## config.mk

```make
export PLATFORM = sky130hd
export DESIGN_NAME = router_nport_core
export DESIGN_NICKNAME = d
export VERILOG_FILES = /design/src/rtl/router_nport_core.sv
export SDC_FILE = /design/constraint.sdc
export NUM_CORES = 1
export LEC_CHECK = 0
export ABC_CLOCK_PERIOD_IN_PS = 3200
export CORE_MARGIN = 8
export CORE_UTILIZATION = 28
export CTS_CLUSTER_SIZE = 8
export DETAILED_ROUTE_END_ITERATION = 12
export PLACE_DENSITY = 0.46
export SLEW_MARGIN = 20
export SYNTH_ARGS = -nofsm -noshare
export SYNTH_HDL_FRONTEND = slang
export SYNTH_SLANG_ARGS = --single-unit
```

## constraint.sdc

```tcl
create_clock -name clk1 -period 3.2 [get_ports clk1]
set_input_delay 0.48 -clock clk1 [delete_from_list [all_inputs] [get_ports clk1]]
set_output_delay 0.48 -clock clk1 [all_outputs]
set_load 0.005 [all_outputs]
```

## src/rtl/router_nport_core.sv

```systemverilog
// router_nport_core
//   Single-clock 1xN packet router core. Parses {header, payload..., parity} packets from one
//   byte stream and steers each packet into one of NUM_PORTS output FIFOs. Adds illegal-header
//   drop, truncation detection and a per-port idle-reader timeout that soft-flushes a FIFO.
// Ports
//   clk1             : sole clock, rising edge
//   reset            : asynchronous, active-high, clears all state
//   packet_valid_i   : source presents a byte on packet_in
//   packet_in        : packet byte; header = {len[7:2], dest[1:0]}
//   read_enable      : per-port pop request
//   packet_out       : registered per-port read data, port k = packet_out[8k+7:8k]
//   packet_valid_o   : per-port FIFO non-empty
//   busy             : byte on packet_in is not accepted this cycle
//   stop_packet_send : OR of all FIFO-full flags
//   err              : 1-cycle pulse on parity mismatch, illegal header or truncation
//   flush            : per-port 1-cycle pulse when that FIFO is soft-flushed by the timeout
module router_nport_core #(
    parameter int unsigned NUM_PORTS = 3,
    parameter int unsigned DEPTH     = 16,
    parameter int unsigned TIMEOUT   = 30
) (
    input  logic                   clk1,
    input  logic                   reset,
    input  logic                   packet_valid_i,
    input  logic [7:0]             packet_in,
    input  logic [NUM_PORTS-1:0]   read_enable,
    output logic [8*NUM_PORTS-1:0] packet_out,
    output logic [NUM_PORTS-1:0]   packet_valid_o,
    output logic                   busy,
    output logic                   stop_packet_send,
    output logic                   err,
    output logic [NUM_PORTS-1:0]   flush
);

    localparam int unsigned AW = $clog2(DEPTH);
    localparam int unsigned TW = $clog2(TIMEOUT + 1);
    localparam logic [AW:0]   PtrOne = (AW + 1)'(1);
    localparam logic [TW-1:0] TmoOne = TW'(1);
    localparam logic [TW-1:0] TmoMax = TW'(TIMEOUT - 1);

    typedef enum logic [1:0] {StIdle, StLoad, StCheck, StDrop} state_e;

    state_e      state_q;
    logic [1:0]  dest_q;
    logic [5:0]  len_q;
    logic [5:0]  cnt_q;
    logic [7:0]  par_q;
    logic [7:0]  par_rx_q;
    logic        err_q;

    logic [AW:0]   wptr_q [NUM_PORTS];
    logic [AW:0]   rptr_q [NUM_PORTS];
    logic [7:0]    mem_q  [NUM_PORTS][DEPTH];
    logic [7:0]    dout_q [NUM_PORTS];
    logic [TW-1:0] tmo_q  [NUM_PORTS];
    logic [NUM_PORTS-1:0] flush_q;

    logic [NUM_PORTS-1:0] empty;
    logic [NUM_PORTS-1:0] full;
    logic [3:0]           full_ext;
    logic [NUM_PORTS-1:0] wr_en;
    logic [NUM_PORTS-1:0] rd_en;
    logic [1:0]           hdr_dest;
    logic                 dest_legal;
    logic                 hdr_legal;
    logic                 busy_c;
    logic                 accept;

    always_comb begin
        empty    = '0;
        full     = '0;
        full_ext = '0;
        for (int k = 0; k < NUM_PORTS; k++) begin
            empty[k] = (wptr_q[k] == rptr_q[k]);
            full[k]  = (wptr_q[k][AW] != rptr_q[k][AW]) &&
                       (wptr_q[k][AW-1:0] == rptr_q[k][AW-1:0]);
        end
        // Pad to the full 2-bit dest space so any header value can index it.
        full_ext[NUM_PORTS-1:0] = full;
    end

    assign hdr_dest   = packet_in[1:0];
    assign dest_legal = (32'(hdr_dest) < NUM_PORTS);
    assign hdr_legal  = dest_legal && (packet_in[7:2] != 6'd0);

    // Illegal headers are never stalled: they are dropped, so FIFO state is irrelevant.
    assign busy_c = ((state_q == StIdle) && dest_legal && full_ext[hdr_dest]) ||
                    ((state_q == StLoad) && full_ext[dest_q]) ||
                    (state_q == StCheck);
    assign accept = packet_valid_i && !busy_c;

    always_comb begin
        wr_en = '0;
        rd_en = '0;
        for (int k = 0; k < NUM_PORTS; k++) begin
            wr_en[k] = accept &&
                       (((state_q == StIdle) && hdr_legal && (hdr_dest == 2'(k))) ||
                        ((state_q == StLoad) && (dest_q == 2'(k))));
            rd_en[k] = read_enable[k] && !empty[k];
        end
    end

    // Packet parser FSM.
    always_ff @(posedge clk1 or posedge reset) begin
        if (reset) begin
            state_q  <= StIdle;
            dest_q   <= 2'd0;
            len_q    <= 6'd0;
            cnt_q    <= 6'd0;
            par_q    <= 8'd0;
            par_rx_q <= 8'd0;
            err_q    <= 1'b0;
        end else begin
            err_q <= 1'b0;
            unique case (state_q)
                StIdle: begin
                    if (accept) begin
                        if (hdr_legal) begin
                            dest_q  <= hdr_dest;
                            len_q   <= packet_in[7:2];
                            cnt_q   <= 6'd0;
                            par_q   <= packet_in;
                            state_q <= StLoad;
                        end else begin
                            err_q   <= 1'b1;
                            state_q <= StDrop;
                        end
                    end
                end
                StLoad: begin
                    if (!packet_valid_i) begin
                        // Truncated packet: bytes already stored are left in the FIFO.
                        err_q   <= 1'b1;
                        state_q <= StIdle;
                    end else if (accept) begin
                        if (cnt_q == len_q) begin
                            par_rx_q <= packet_in;
                            state_q  <= StCheck;
                        end else begin
                            cnt_q <= cnt_q + 6'd1;
                            par_q <= par_q ^ packet_in;
                        end
                    end
                end
                StCheck: begin
                    err_q   <= (par_rx_q != par_q);
                    state_q <= StIdle;
                end
                StDrop: begin
                    if (!packet_valid_i) state_q <= StIdle;
                end
                default: state_q <= StIdle;
            endcase
        end
    end

    // FIFO pointers, read data and idle-reader timeout.
    always_ff @(posedge clk1 or posedge reset) begin
        if (reset) begin
            flush_q <= '0;
            for (int k = 0; k < NUM_PORTS; k++) begin
                wptr_q[k] <= '0;
                rptr_q[k] <= '0;
                dout_q[k] <= 8'd0;
                tmo_q[k]  <= '0;
            end
        end else begin
            flush_q <= '0;
            for (int k = 0; k < NUM_PORTS; k++) begin
                if (wr_en[k]) wptr_q[k] <= wptr_q[k] + PtrOne;
                if (rd_en[k]) begin
                    rptr_q[k] <= rptr_q[k] + PtrOne;
                    dout_q[k] <= mem_q[k][rptr_q[k][AW-1:0]];
                end
                if (empty[k] || read_enable[k]) begin
                    tmo_q[k] <= '0;
                end else if (tmo_q[k] == TmoMax) begin
                    // Soft flush discards stored bytes; a byte written this same edge survives.
                    tmo_q[k]   <= '0;
                    flush_q[k] <= 1'b1;
                    rptr_q[k]  <= wptr_q[k];
                end else begin
                    tmo_q[k] <= tmo_q[k] + TmoOne;
                end
            end
        end
    end

    // Storage array carries no reset; pointers alone define validity.
    always_ff @(posedge clk1) begin
        for (int k = 0; k < NUM_PORTS; k++) begin
            if (wr_en[k]) mem_q[k][wptr_q[k][AW-1:0]] <= packet_in;
        end
    end

    always_comb begin
        packet_out     = '0;
        packet_valid_o = '0;
        for (int k = 0; k < NUM_PORTS; k++) begin
            packet_out[8*k +: 8] = dout_q[k];
            packet_valid_o[k]    = !empty[k];
        end
    end

    assign busy             = busy_c;
    assign stop_packet_send = |full;
    assign err              = err_q;
    assign flush            = flush_q;

endmodule

```

==> flow_metrics.tcl <==
set metrics [dict create \
    ys.flop_type "edfxtp_1" \
    path_class "flop to output port" \
    maxSlewViolCount 0 \
    path_clk_slew_ns 0.05 \
    path_max_fanout 7 \
    chipHeight_um 285.4 \
    gr-total-overflow 0 \
    p_seq_frac 0.376 \
    grt_pass1_wl_um 75690 \
    final_antenna_net_count 0 \
    required_ns 2.72 \
    io-pin-count 47 \
    status "finished, final reports clean" \
    wl_um 49810 \
    diodes 0 \
    crit_chain "xnor2_1 -> nand4_1 -> buf_4 -> or4bb_1 -> buf_4 -> nand3_1 -> a21o_1 -> clkbuf_2" \
    hold_viol 0 \
    io_buffers 46 \
    fin_crit_ns 3.064 \
    core_area_sq_um 71730 \
    drt-initial-drc-count 795 \
    syn_avg_cell_area_sq_um 18.10 \
    leakage_nw 8.470 \
    cts_buffers 71 \
    grt_start_max_net_pins 106 \
    total_power_mw 21.28 \
    dr.pass1.iters 5 \
    routedWlPerCell_um 21.87 \
    track_usage 0.1226 \
    cts_tree "done" \
    fmax_ghz 0.3264 \
    place_area_sq_um 22330 \
    yosys_warnings 0 \
    utilization 0.3417 \
    hold_path_class "primary input to flop" \
    synth_edf_count 384 \
    crit_family "simple AND/OR/NAND/NOR gates" \
    cpPeakStageDelay_ns 0.52 \
    clockBufferDepth 3 \
    vias_per_cell 4.651 \
    skew_ns 0.02236 \
    dp.cells 2143 \
    p_comb_frac 0.292 \
    vdd_drop_max_mv 0.3440 \
    mostFrequentLayoutCells "edfxtp_1 (384), mux4_2 (120), dfrtp_1 (102), buf_4 (85), clkbuf_16 (73)" \
    final_cells 2277 \
    dieWidth_um 285.4 \
    synth_area_sq_um 20320 \
    finalSetupViolations 0 \
    grt_pass1_vias 11370 \
    area_delta_synth_final_pct 20.60 \
    clockPowerShare 0.332 \
    synthArstFlopShare 0.2147 \
    path_buf_inv 3 \
    worstSetupStartpointType "flop" \
    vias 10590 \
    sw_frac_of_total 0.2943 \
    powerDensity_nw_per_um2 868.1 \
    dp_hpwl_um 30860 \
    ys_ff_latch 489 \
    drc 0 \
    tightestPinTransition_ns 0.8558 \
    antenna_found_initial 0 \
    p_int_mw 15.01 \
    cts-root-buf "clkbuf_16" \
    cts.sinks 489 \
    design.die.area_sq_um 81460 \
    synth_fp_nets 1159 \
    fin_area_sq_um 24510 \
    start_util 0.2833 \
    row_count 98 \
    end_kind "output port" \
    ys_seq_area_frac 0.6967 \
    critPathSlowestCell "or4bb_1" \
    p_sw_mw 6.262 \
    final.period_utilization 0.9575 \
    holdWs_ns 0.2828 \
    clock_latency_ns 0.59 \
    synth_cells 1123 \
    synth_cell_types 58 \
    max_slew_margin 0.4274 \
    cp_data_arrival_time_ns 2.58 \
    critPathMostFrequentCell "buf_4" \
    htreeDepth 3 \
    maxCapViolations 0 \
    drive_above_1_share 0.2720 \
    gp_congestion 0.7542 \
    final_common_cell "edfxtp_1" \
    num-nets-final 1306 \
]
## sequential cells by signal, indices dropped and copies added (netlist names)
register,flops
dest_q,2
tmo_q,15
state_q,2
len_q,6
wptr_q,15
cnt_q,6
flush,3
par_rx_q,8
par_q,8
rptr_q,15
mem_q,384
packet_out,24
err,1
## path summary, 6_finish.rpt
kind / from / end / cells past startpoint / slack (ns)
max in group asynchronous: reset / rptr_q[5]$_DFF_PP0_ / 3 / 2.19
worst max-delay path: rptr_q[7]$_DFF_PP0_ / busy / 8 / 0.14
min in group asynchronous: reset / packet_out[19]$_DFFE_PP0P_ / 3 / 0.39
worst max register to register: rptr_q[7]$_DFF_PP0_ / mem_q[0][290]$_DFFE_PP_ / 11 / 0.32
worst min register to register: tmo_q[10]$_DFF_PP0_ / tmo_q[10]$_DFF_PP0_ / 1 / 0.49
worst min-delay path: packet_in[0] / mem_q[0][40]$_DFFE_PP_ / 1 / 0.28
## metal layers
| metal | vias up | GRT usage | share of wire |
|---|---|---|---|
| met5 | - | 0 | 0 |
| met2 | 185 | 0.2026 | 0.49 |
| met4 | 0 | 0.04020 | 0.021 |
| met1 | 5572 | 0.1621 | 0.45 |
| met3 | 68 | 0.02259 | 0.039 |
| li1 | 4766 | - | - |
## kinds of logic after synthesis
| logic type | Yosys count | synth area share |
|---|---|---|
| DFF | 489 | 0.6967 |
| and+or+nand+nor | 233 | 0.06298 |
| muxes | 169 | 0.1599 |
| buffers and inverters | 81 | 0.01792 |
| AOI/OAI and AO/OA | 66 | 0.02180 |
| xor gates and xnor gates | 63 | 0.02715 |
| adders and majority gates | 22 | 0.01354 |
## power groups by stage
stage                     clock [mW]  combinational [mW]  sequential (mW)
after floorplan                    0                4.11             8.04
after global placement             0                6.35             8.10
after detailed placement           0                6.39             8.12
after CTS                       7.29                6.42             8.00
after global routing            7.55                6.79             8.08
final                           7.06                6.22             7.99
## per-stage QoR
stage | setup TNS, ns | worst slack, ns
finish | 0 | 0.1361
global route | -0.01327 | -0.01327
CTS | 0 | 0.01876
detailed placement | -10.64 | -0.1532
global placement | -7.687 | -0.1575
floorplan | 0 | 0.4567
## synth_stat cells, types with 9 or more instances
| library cell | number | area (sq um) |
|---|---|---|
| nor3_1 | 25 | 125.1 |
| and3_1 | 32 | 200.2 |
| xnor2_1 | 43 | 376.6 |
| nand3_1 | 40 | 200.2 |
| inv_1 | 21 | 78.83 |
| nor2b_1 | 16 | 100.1 |
| edfxtp_1 | 384 | 11530 |
| mux2_2 | 45 | 506.7 |
| o21ai_0 | 26 | 130.1 |
| clkbuf_1 | 32 | 120.1 |
| ha_1 | 22 | 275.3 |
| mux4_2 | 120 | 2703 |
| nand2_1 | 30 | 112.6 |
| a21oi_1 | 9 | 45.04 |
| xor2_1 | 20 | 175.2 |
| buf_2 | 17 | 85.08 |
| nor2_1 | 34 | 127.6 |
| dfrtp_1 | 105 | 2628 |
| nand4_1 | 19 | 118.9 |
## cell type report
type,count,area (sq um)
Sequential cell,489,14160
Fill cell,6798,47220
Clock buffer,124,2038
Clock inverter,6,91.34
Tap cell,950,1189
Inverter,21,82.58
Timing Repair Buffer,134,1114
Multi-Input combinational cell,553,5832
## what timing repair did
item                                    in CTS  in global routing
resized for setup                            3                  2
setup buffers                                2                  2
endpoints found under the setup margin       1                  2
pin swaps                                    2                  3
hold buffers                                 0                  0
No activity file was read; power rests on OpenSTA's default activity.
